--- config.mk ---
export PLATFORM = sky130hd
export DESIGN_NAME = conv_burst_tx_flat
export DESIGN_NICKNAME = d
export VERILOG_FILES = /design/src/rtl/conv_burst_tx_if.sv /design/src/rtl/conv_burst_tx.sv /design/src/flat_wrapper.sv
export SDC_FILE = /design/constraint.sdc
export NUM_CORES = 1
export LEC_CHECK = 0
export CORE_AREA = 3 3 140 142
export CTS_CLUSTER_SIZE = 12
export DETAILED_ROUTE_END_ITERATION = 7
export DIE_AREA = 0 0 143 145
export PLACE_DENSITY = 0.74
export SLEW_MARGIN = 20
export SYNTH_ARGS = -nofsm -noshare
export SYNTH_HDL_FRONTEND = slang
export SYNTH_SLANG_ARGS = --single-unit
--- constraint.sdc ---
create_clock -name clk_1 -period 3.7 [get_ports clk_1]
set_input_delay 0.37 -clock clk_1 [delete_from_list [all_inputs] [get_ports clk_1]]
set_output_delay 0.37 -clock clk_1 [all_outputs]
set_load 0.1 [all_outputs]
--- src/rtl/conv_burst_tx_if.sv ---
// Handshake bundle between the burst transmitter, its host write port and the CONV input side.
// The master modport is the transmitter; the slave modport is the host/CONV environment.
interface conv_burst_tx_if #(
  parameter int unsigned FIFO_DEPTH = 32
);
  localparam int unsigned CountW = $clog2(FIFO_DEPTH) + 1;

  logic              wr_valid;
  logic              wr_ready;
  logic [2:0]        wr_data1;
  logic [2:0]        wr_data2;
  logic              in_valid;
  logic [2:0]        in_data1;
  logic [2:0]        in_data2;
  logic              resp_valid;
  logic              busy;
  logic              burst_done;
  logic              timeout_err;
  logic [CountW-1:0] fifo_count;

  modport master (
    input  wr_valid, wr_data1, wr_data2, resp_valid,
    output wr_ready, in_valid, in_data1, in_data2, busy, burst_done, timeout_err, fifo_count
  );

  modport slave (
    output wr_valid, wr_data1, wr_data2, resp_valid,
    input  wr_ready, in_valid, in_data1, in_data2, busy, burst_done, timeout_err, fifo_count
  );
endinterface

--- src/rtl/conv_burst_tx.sv ---
// CONV input driver: buffers host operand pairs and releases them as fixed-length bursts,
// holding off the next burst until the engine has returned its responses.
module conv_burst_tx #(
  parameter int unsigned BURST_LEN  = 18,
  parameter int unsigned FIFO_DEPTH = 32,
  parameter int unsigned RESP_LEN   = 4,
  parameter int unsigned TIMEOUT    = 1024
) (
  input logic             clk_1,
  input logic             rst,
  conv_burst_tx_if.master bus
);
  localparam int unsigned PtrW   = (FIFO_DEPTH > 1) ? $clog2(FIFO_DEPTH) : 1;
  localparam int unsigned CountW = $clog2(FIFO_DEPTH) + 1;
  localparam int unsigned SendW  = $clog2(BURST_LEN + 1);
  localparam int unsigned RespW  = $clog2(RESP_LEN + 1);
  localparam int unsigned WaitW  = $clog2(TIMEOUT + 1);

  localparam logic [PtrW-1:0]   PtrLast  = PtrW'(FIFO_DEPTH - 1);
  localparam logic [CountW-1:0] DepthCnt = CountW'(FIFO_DEPTH);
  localparam logic [CountW-1:0] BurstCnt = CountW'(BURST_LEN);
  localparam logic [SendW-1:0]  SendLast = SendW'(BURST_LEN - 1);
  localparam logic [RespW-1:0]  RespMax  = RespW'(RESP_LEN);
  localparam logic [WaitW-1:0]  WaitLast = WaitW'(TIMEOUT - 1);

  typedef enum logic [1:0] {StIdle, StSend, StWaitResp, StGap} state_e;

  state_e            state_q;
  logic [5:0]        mem_q [FIFO_DEPTH];
  logic [PtrW-1:0]   wr_ptr_q, rd_ptr_q;
  logic [CountW-1:0] count_q;
  logic [SendW-1:0]  send_cnt_q;
  logic [RespW-1:0]  resp_cnt_q;
  logic [WaitW-1:0]  wait_cnt_q;
  logic              in_valid_q, burst_done_q, timeout_err_q;
  logic [2:0]        in_data1_q, in_data2_q;

  logic       push, pop, start, resp_hit, resp_full, wait_expired;
  logic [5:0] rd_pair;
  logic [RespW-1:0] resp_cnt_inc;

  function automatic logic [PtrW-1:0] ptr_inc(input logic [PtrW-1:0] p);
    return (p == PtrLast) ? '0 : p + PtrW'(1);
  endfunction

  assign bus.wr_ready = (count_q < DepthCnt);
  assign push         = bus.wr_valid && bus.wr_ready;
  // A burst only starts with a full burst's worth of data buffered, so SEND never starves.
  assign start        = (state_q == StIdle) && (count_q >= BurstCnt) && !timeout_err_q;
  assign pop          = start || (state_q == StSend);
  assign rd_pair      = mem_q[rd_ptr_q];

  assign resp_hit     = bus.resp_valid && ((state_q == StSend) || (state_q == StWaitResp));
  assign resp_cnt_inc = (resp_hit && (resp_cnt_q != RespMax)) ? resp_cnt_q + RespW'(1)
                                                              : resp_cnt_q;
  assign resp_full    = (resp_cnt_inc == RespMax);
  assign wait_expired = (wait_cnt_q == WaitLast);

  always_ff @(posedge clk_1) begin
    if (push) begin
      mem_q[wr_ptr_q] <= {bus.wr_data1, bus.wr_data2};
    end
  end

  always_ff @(posedge clk_1) begin
    if (rst) begin
      state_q       <= StIdle;
      wr_ptr_q      <= '0;
      rd_ptr_q      <= '0;
      count_q       <= '0;
      send_cnt_q    <= '0;
      resp_cnt_q    <= '0;
      wait_cnt_q    <= '0;
      in_valid_q    <= 1'b0;
      in_data1_q    <= '0;
      in_data2_q    <= '0;
      burst_done_q  <= 1'b0;
      timeout_err_q <= 1'b0;
    end else begin
      if (push) wr_ptr_q <= ptr_inc(wr_ptr_q);
      if (pop)  rd_ptr_q <= ptr_inc(rd_ptr_q);
      if (push && !pop) begin
        count_q <= count_q + CountW'(1);
      end else if (pop && !push) begin
        count_q <= count_q - CountW'(1);
      end

      in_valid_q   <= pop;
      in_data1_q   <= pop ? rd_pair[5:3] : '0;
      in_data2_q   <= pop ? rd_pair[2:0] : '0;
      burst_done_q <= 1'b0;

      unique case (state_q)
        StIdle: begin
          if (start) begin
            send_cnt_q <= SendW'(1);
            resp_cnt_q <= '0;
            wait_cnt_q <= '0;
            state_q    <= (BURST_LEN == 1) ? StWaitResp : StSend;
          end
        end
        StSend: begin
          send_cnt_q <= send_cnt_q + SendW'(1);
          resp_cnt_q <= resp_cnt_inc;
          if (send_cnt_q == SendLast) state_q <= StWaitResp;
        end
        StWaitResp: begin
          resp_cnt_q <= resp_cnt_inc;
          wait_cnt_q <= wait_cnt_q + WaitW'(1);
          // A completing response on the expiry cycle takes priority over the timeout.
          if (resp_full) begin
            burst_done_q <= 1'b1;
            state_q      <= StGap;
          end else if (wait_expired) begin
            timeout_err_q <= 1'b1;
            state_q       <= StIdle;
          end
        end
        StGap: begin
          state_q <= StIdle;
        end
        default: begin
          state_q <= StIdle;
        end
      endcase
    end
  end

  assign bus.in_valid    = in_valid_q;
  assign bus.in_data1    = in_data1_q;
  assign bus.in_data2    = in_data2_q;
  assign bus.busy        = (state_q == StSend) || (state_q == StWaitResp);
  assign bus.burst_done  = burst_done_q;
  assign bus.timeout_err = timeout_err_q;
  assign bus.fifo_count  = count_q;
endmodule

--- src/flat_wrapper.sv ---
// flat-port wrapper written by rule: the top's interface ports become plain ports
module conv_burst_tx_flat 
#(
  parameter int unsigned BURST_LEN  = 18,
  parameter int unsigned FIFO_DEPTH = 32,
  parameter int unsigned RESP_LEN   = 4,
  parameter int unsigned TIMEOUT    = 1024
)
  (clk_1, rst, bus_wr_valid, bus_wr_data1, bus_wr_data2, bus_resp_valid, bus_wr_ready, bus_in_valid, bus_in_data1, bus_in_data2, bus_busy, bus_burst_done, bus_timeout_err, bus_fifo_count);
  conv_burst_tx_if #(.FIFO_DEPTH(FIFO_DEPTH)) bus_i ();
  input logic clk_1;
  input logic rst;
  input wire logic [$bits(bus_i.wr_valid)-1:0] bus_wr_valid;
  input wire logic [$bits(bus_i.wr_data1)-1:0] bus_wr_data1;
  input wire logic [$bits(bus_i.wr_data2)-1:0] bus_wr_data2;
  input wire logic [$bits(bus_i.resp_valid)-1:0] bus_resp_valid;
  output wire logic [$bits(bus_i.wr_ready)-1:0] bus_wr_ready;
  output wire logic [$bits(bus_i.in_valid)-1:0] bus_in_valid;
  output wire logic [$bits(bus_i.in_data1)-1:0] bus_in_data1;
  output wire logic [$bits(bus_i.in_data2)-1:0] bus_in_data2;
  output wire logic [$bits(bus_i.busy)-1:0] bus_busy;
  output wire logic [$bits(bus_i.burst_done)-1:0] bus_burst_done;
  output wire logic [$bits(bus_i.timeout_err)-1:0] bus_timeout_err;
  output wire logic [$bits(bus_i.fifo_count)-1:0] bus_fifo_count;
  assign bus_i.wr_valid = bus_wr_valid;
  assign bus_i.wr_data1 = bus_wr_data1;
  assign bus_i.wr_data2 = bus_wr_data2;
  assign bus_i.resp_valid = bus_resp_valid;
  assign bus_wr_ready = bus_i.wr_ready;
  assign bus_in_valid = bus_i.in_valid;
  assign bus_in_data1 = bus_i.in_data1;
  assign bus_in_data2 = bus_i.in_data2;
  assign bus_busy = bus_i.busy;
  assign bus_burst_done = bus_i.burst_done;
  assign bus_timeout_err = bus_i.timeout_err;
  assign bus_fifo_count = bus_i.fifo_count;
  conv_burst_tx #(.BURST_LEN(BURST_LEN), .FIFO_DEPTH(FIFO_DEPTH), .RESP_LEN(RESP_LEN), .TIMEOUT(TIMEOUT)) u_core (.clk_1(clk_1), .rst(rst), .bus(bus_i));
endmodule
==> results.sh <==
export IMPL_status="complete, no violations"
export IMPL_finalSetupTns_ps=0
export IMPL_powerDensity_nw_per_um2=686
export IMPL_pwr_share_clk_pct=30.5
export IMPL_num_rows=50
export IMPL_seq_area_frac_synth_pct=66.6
export IMPL_intPower_mw=5.25
export IMPL_n_antenna_cell=0
export IMPL_synth_cell_types=70
export IMPL_slew_violations=0
export IMPL_synth_top_cell_area_share_pct=57.5
export IMPL_place_congestion=0.822
export IMPL_synthTopCellsByArea="edfxtp_1 (57%), dfxtp_1 (9.2%), mux4_2 (9.0%)"
export IMPL_htree_levels=1
export IMPL_synth_edf_count=192
export IMPL_setup_viol=0
export IMPL_vdd_drop_max_mv=0.518
export IMPL_synth_avg_cell_area_um2=15.9
export IMPL_cts_buffer_depth=3
export IMPL_tritoncts="built"
export IMPL_globalRouteOverflowTotal=0
export IMPL_clockRootBuffer="clkbuf_16"
export IMPL_utilization_pct=60.2
export IMPL_syn_instance_count=633
export IMPL_fmaxAchievable_mhz=302
export IMPL_path_max_fanout=12
export IMPL_path_clk_slew_ps=60
export IMPL_drtIter0Drc=480
export IMPL_antenna_found_initial=0
export IMPL_synth_async_reset_ratio_pct=0
export IMPL_required_ps=4140
export IMPL_whs_endpoint="u_core.mem_q[28][1]$_DFFE_PP_"
export IMPL_p_seq_share_pct=41.5
export IMPL_area_delta_synth_final_pct=11.5
export IMPL_hold_viol_final=0
export IMPL_floorplan_initialDensity_pct=54.0
export IMPL_die_w_um=143
export IMPL_power_frac_comb_pct=28.0
export IMPL_synth_seq_cells=238
export IMPL_drc=0
export IMPL_grt_pass1_wl_um=32100
export IMPL_arrival_ps=3750
export IMPL_dieArea_um2=20700
export IMPL_crit_type="reg2reg"
export IMPL_cts_sinks=238
export IMPL_maxCapViolCount=0
export IMPL_io_buffers=26
export IMPL_holdWs_ps=387
export IMPL_worstRegToRegCells=10
export IMPL_dp_hpwl_um=12800
export IMPL_worst_skew_pair_late_latency_ps=510
export IMPL_synth_nets=666
export IMPL_yosysWarnings=0
export IMPL_startpoint_type="flop"
export IMPL_drt_antenna_violating_nets=0
export IMPL_worst_r2r_setup_slack_ps=390
export IMPL_die_h_um=145
export IMPL_hp_class="in2reg"
export IMPL_hold_start="bus_wr_data2[1]"
export IMPL_fin_crit_sh_pct=89.4
export IMPL_cts_buffers=25
export IMPL_nets=693
export IMPL_worstSetupEndpointType="flop"
export IMPL_pin_count=27
export IMPL_synth_top_cell_by_area="edfxtp_1"
export IMPL_via_count=5661
export IMPL_rsz0062_at_grt="no"
export IMPL_worst_pin_slew_ps=1050
export IMPL_clock_skew_final_ps=13.2
export IMPL_grtUsageTotal_pct=19.8
export IMPL_routed_wl_um=20400
export IMPL_maxSlewHeadroom_pct=30.1
export IMPL_layout_drive_gt1_share_pct=15.8
export IMPL_grt_pass1_vias=5774
export IMPL_p_switching_mw=2.43
export IMPL_routedWlPerCell_um=22.3
export IMPL_whs_path_depth=1
export IMPL_hold_buffers=0
export IMPL_core_area_um2=18600
export IMPL_grt_max_degree=41
export IMPL_cellLeakagePower_nw=3.58
export IMPL_syn_cell_area_um2=10000
export IMPL_timing_rr_start="u_core.bus.fifo_count[5]$_SDFFE_PP0P_"
export IMPL_finalCriticalPeriod_ps=3310
export IMPL_swShare_pct=31.6
export IMPL_synth_ff_type="edfxtp_1"
export IMPL_ctsResizeCount=0
export IMPL_r2r_end="u_core.bus.fifo_count[4]$_SDFFE_PP0P_"
export IMPL_viasPerCell=6.20
export IMPL_first_pass_iters=5
export IMPL_cts_setup_buffers=0
-- flip-flops by register name (all words and copies together) (netlist names) --
register / count
u_core.resp_cnt_q: 3
u_core.bus.in_data2: 3
u_core.state_q: 2
u_core.rd_ptr_q: 5
u_core.bus.in_data1: 3
u_core.mem_q: 192
u_core.wait_cnt_q: 11
u_core.bus.in_valid: 1
u_core.bus.fifo_count: 6
u_core.wr_ptr_q: 5
u_core.bus.burst_done: 1
u_core.bus.timeout_err: 1
u_core.send_cnt_q: 5
-- logic make-up (layout without fill, tap and decap cells) --
kind of cell / count (synthesis) / after routing / synth area share, %
AO/OA/AOI/OAI: 102 / 102 / 7.86
XOR/XNOR: 6 / 6 / 0.524
adder cells (fa/ha/maj): 23 / 23 / 2.94
buffers and inverters: 46 / 92 / 2.44
flip-flops: 238 / 238 / 66.6
multiplexers: 50 / 50 / 11.3
AND/OR/NAND/NOR: 168 / 168 / 8.33
-- critical path: stages (launching register included) --
cell     delay, ps
dfxtp_2        370
or4_4          620
a31oi_4        380
ha_1           320
inv_1          180
ha_1           330
nor2b_1        140
o21a_1         170
o21ai_0        140
or3b_2         460
a21oi_1        140
-- cell usage after synthesis, drive strengths merged (14+ instances only) --
cell type  number
nor2           59
nor3           16
a21oi          25
buf            14
nand3          14
clkbuf         15
inv            16
o21ai          18
dfxtp          46
mux4           48
ha             22
edfxtp        192
nand2          29
-- final cells by class --
type | instances | area (µm²)
fillers | 1373 | 7390
well taps | 234 | 293
repair buffers | 29 | 263
clock buffers | 40 | 712
multi-input cells | 349 | 3110
inverters | 17 | 63.8
flip-flops and latches | 238 | 6690
clock inverters | 6 | 60.1
-- stage by stage --
stage	power, mW	instance area (µm²)	instances	setup WS, ps
global placement	5.32	10400	867	542
floorplan	4.96	10000	633	86.0
finish	7.68	11200	913	391
global route	8.00	11200	913	229
detailed placement	5.40	10400	867	424
CTS	7.74	11200	913	408
-- power groups by stage --
stage	clock, mW	sequential (mW)	combinational, mW
after floorplan	0	3.41	1.56
after global placement	0	3.23	2.09
after detailed placement	0	3.24	2.16
after CTS	2.39	3.19	2.17
after global routing	2.51	3.21	2.29
final	2.34	3.18	2.15
-- worst max path at each step --
| stage | start | to | slack, ps |
|---|---|---|---|
| after detailed placement | u_core.bus.fifo_count[5]$_SDFFE_PP0P_ | u_core.bus.fifo_count[4]$_SDFFE_PP0P_ | 420 |
| final | u_core.bus.fifo_count[5]$_SDFFE_PP0P_ | u_core.bus.fifo_count[4]$_SDFFE_PP0P_ | 390 |
| after global routing | u_core.bus.fifo_count[5]$_SDFFE_PP0P_ | u_core.bus.fifo_count[4]$_SDFFE_PP0P_ | 230 |
| after CTS | u_core.bus.fifo_count[5]$_SDFFE_PP0P_ | u_core.bus.fifo_count[4]$_SDFFE_PP0P_ | 410 |
| after floorplan | u_core.bus.fifo_count[5]$_SDFFE_PP0P_ | u_core.bus.fifo_count[4]$_SDFFE_PP0P_ | 90 |
| after global placement | u_core.bus.fifo_count[5]$_SDFFE_PP0P_ | u_core.bus.fifo_count[4]$_SDFFE_PP0P_ | 540 |
-- per-layer routing --
metal / track usage [%] / vias up / wire (µm)
met5: 0 / - / 0
met4: 5.70 / 0 / 479
met3: 3.26 / 37 / 1170
met2: 34.0 / 201 / 10600
met1: 26.1 / 2856 / 8090
li1: - / 2567 / -
-- placed cells by master (no fill, tap or decap), types with 5 or more instances in the layout --
| master | instances |
|---|---|
| a21oi_1 | 25 |
| a221oi_1 | 9 |
| a22o_1 | 12 |
| buf_2 | 6 |
| clkbuf_1 | 12 |
| clkbuf_16 | 25 |
| clkdlybuf4s50_1 | 19 |
| dfxtp_1 | 43 |
| edfxtp_1 | 192 |
| ha_1 | 22 |
| inv_1 | 16 |
| mux4_1 | 8 |
| mux4_2 | 40 |
| nand2_1 | 28 |
| nand3_1 | 14 |
| nor2_1 | 58 |
| nor2b_1 | 7 |
| nor3_1 | 16 |
| nor4_1 | 6 |
| o21ai_0 | 9 |
| o21ai_1 | 7 |
| o22ai_1 | 6 |
| or3_1 | 6 |
| xnor2_1 | 5 |
No activity file was read; power rests on OpenSTA's default activity.
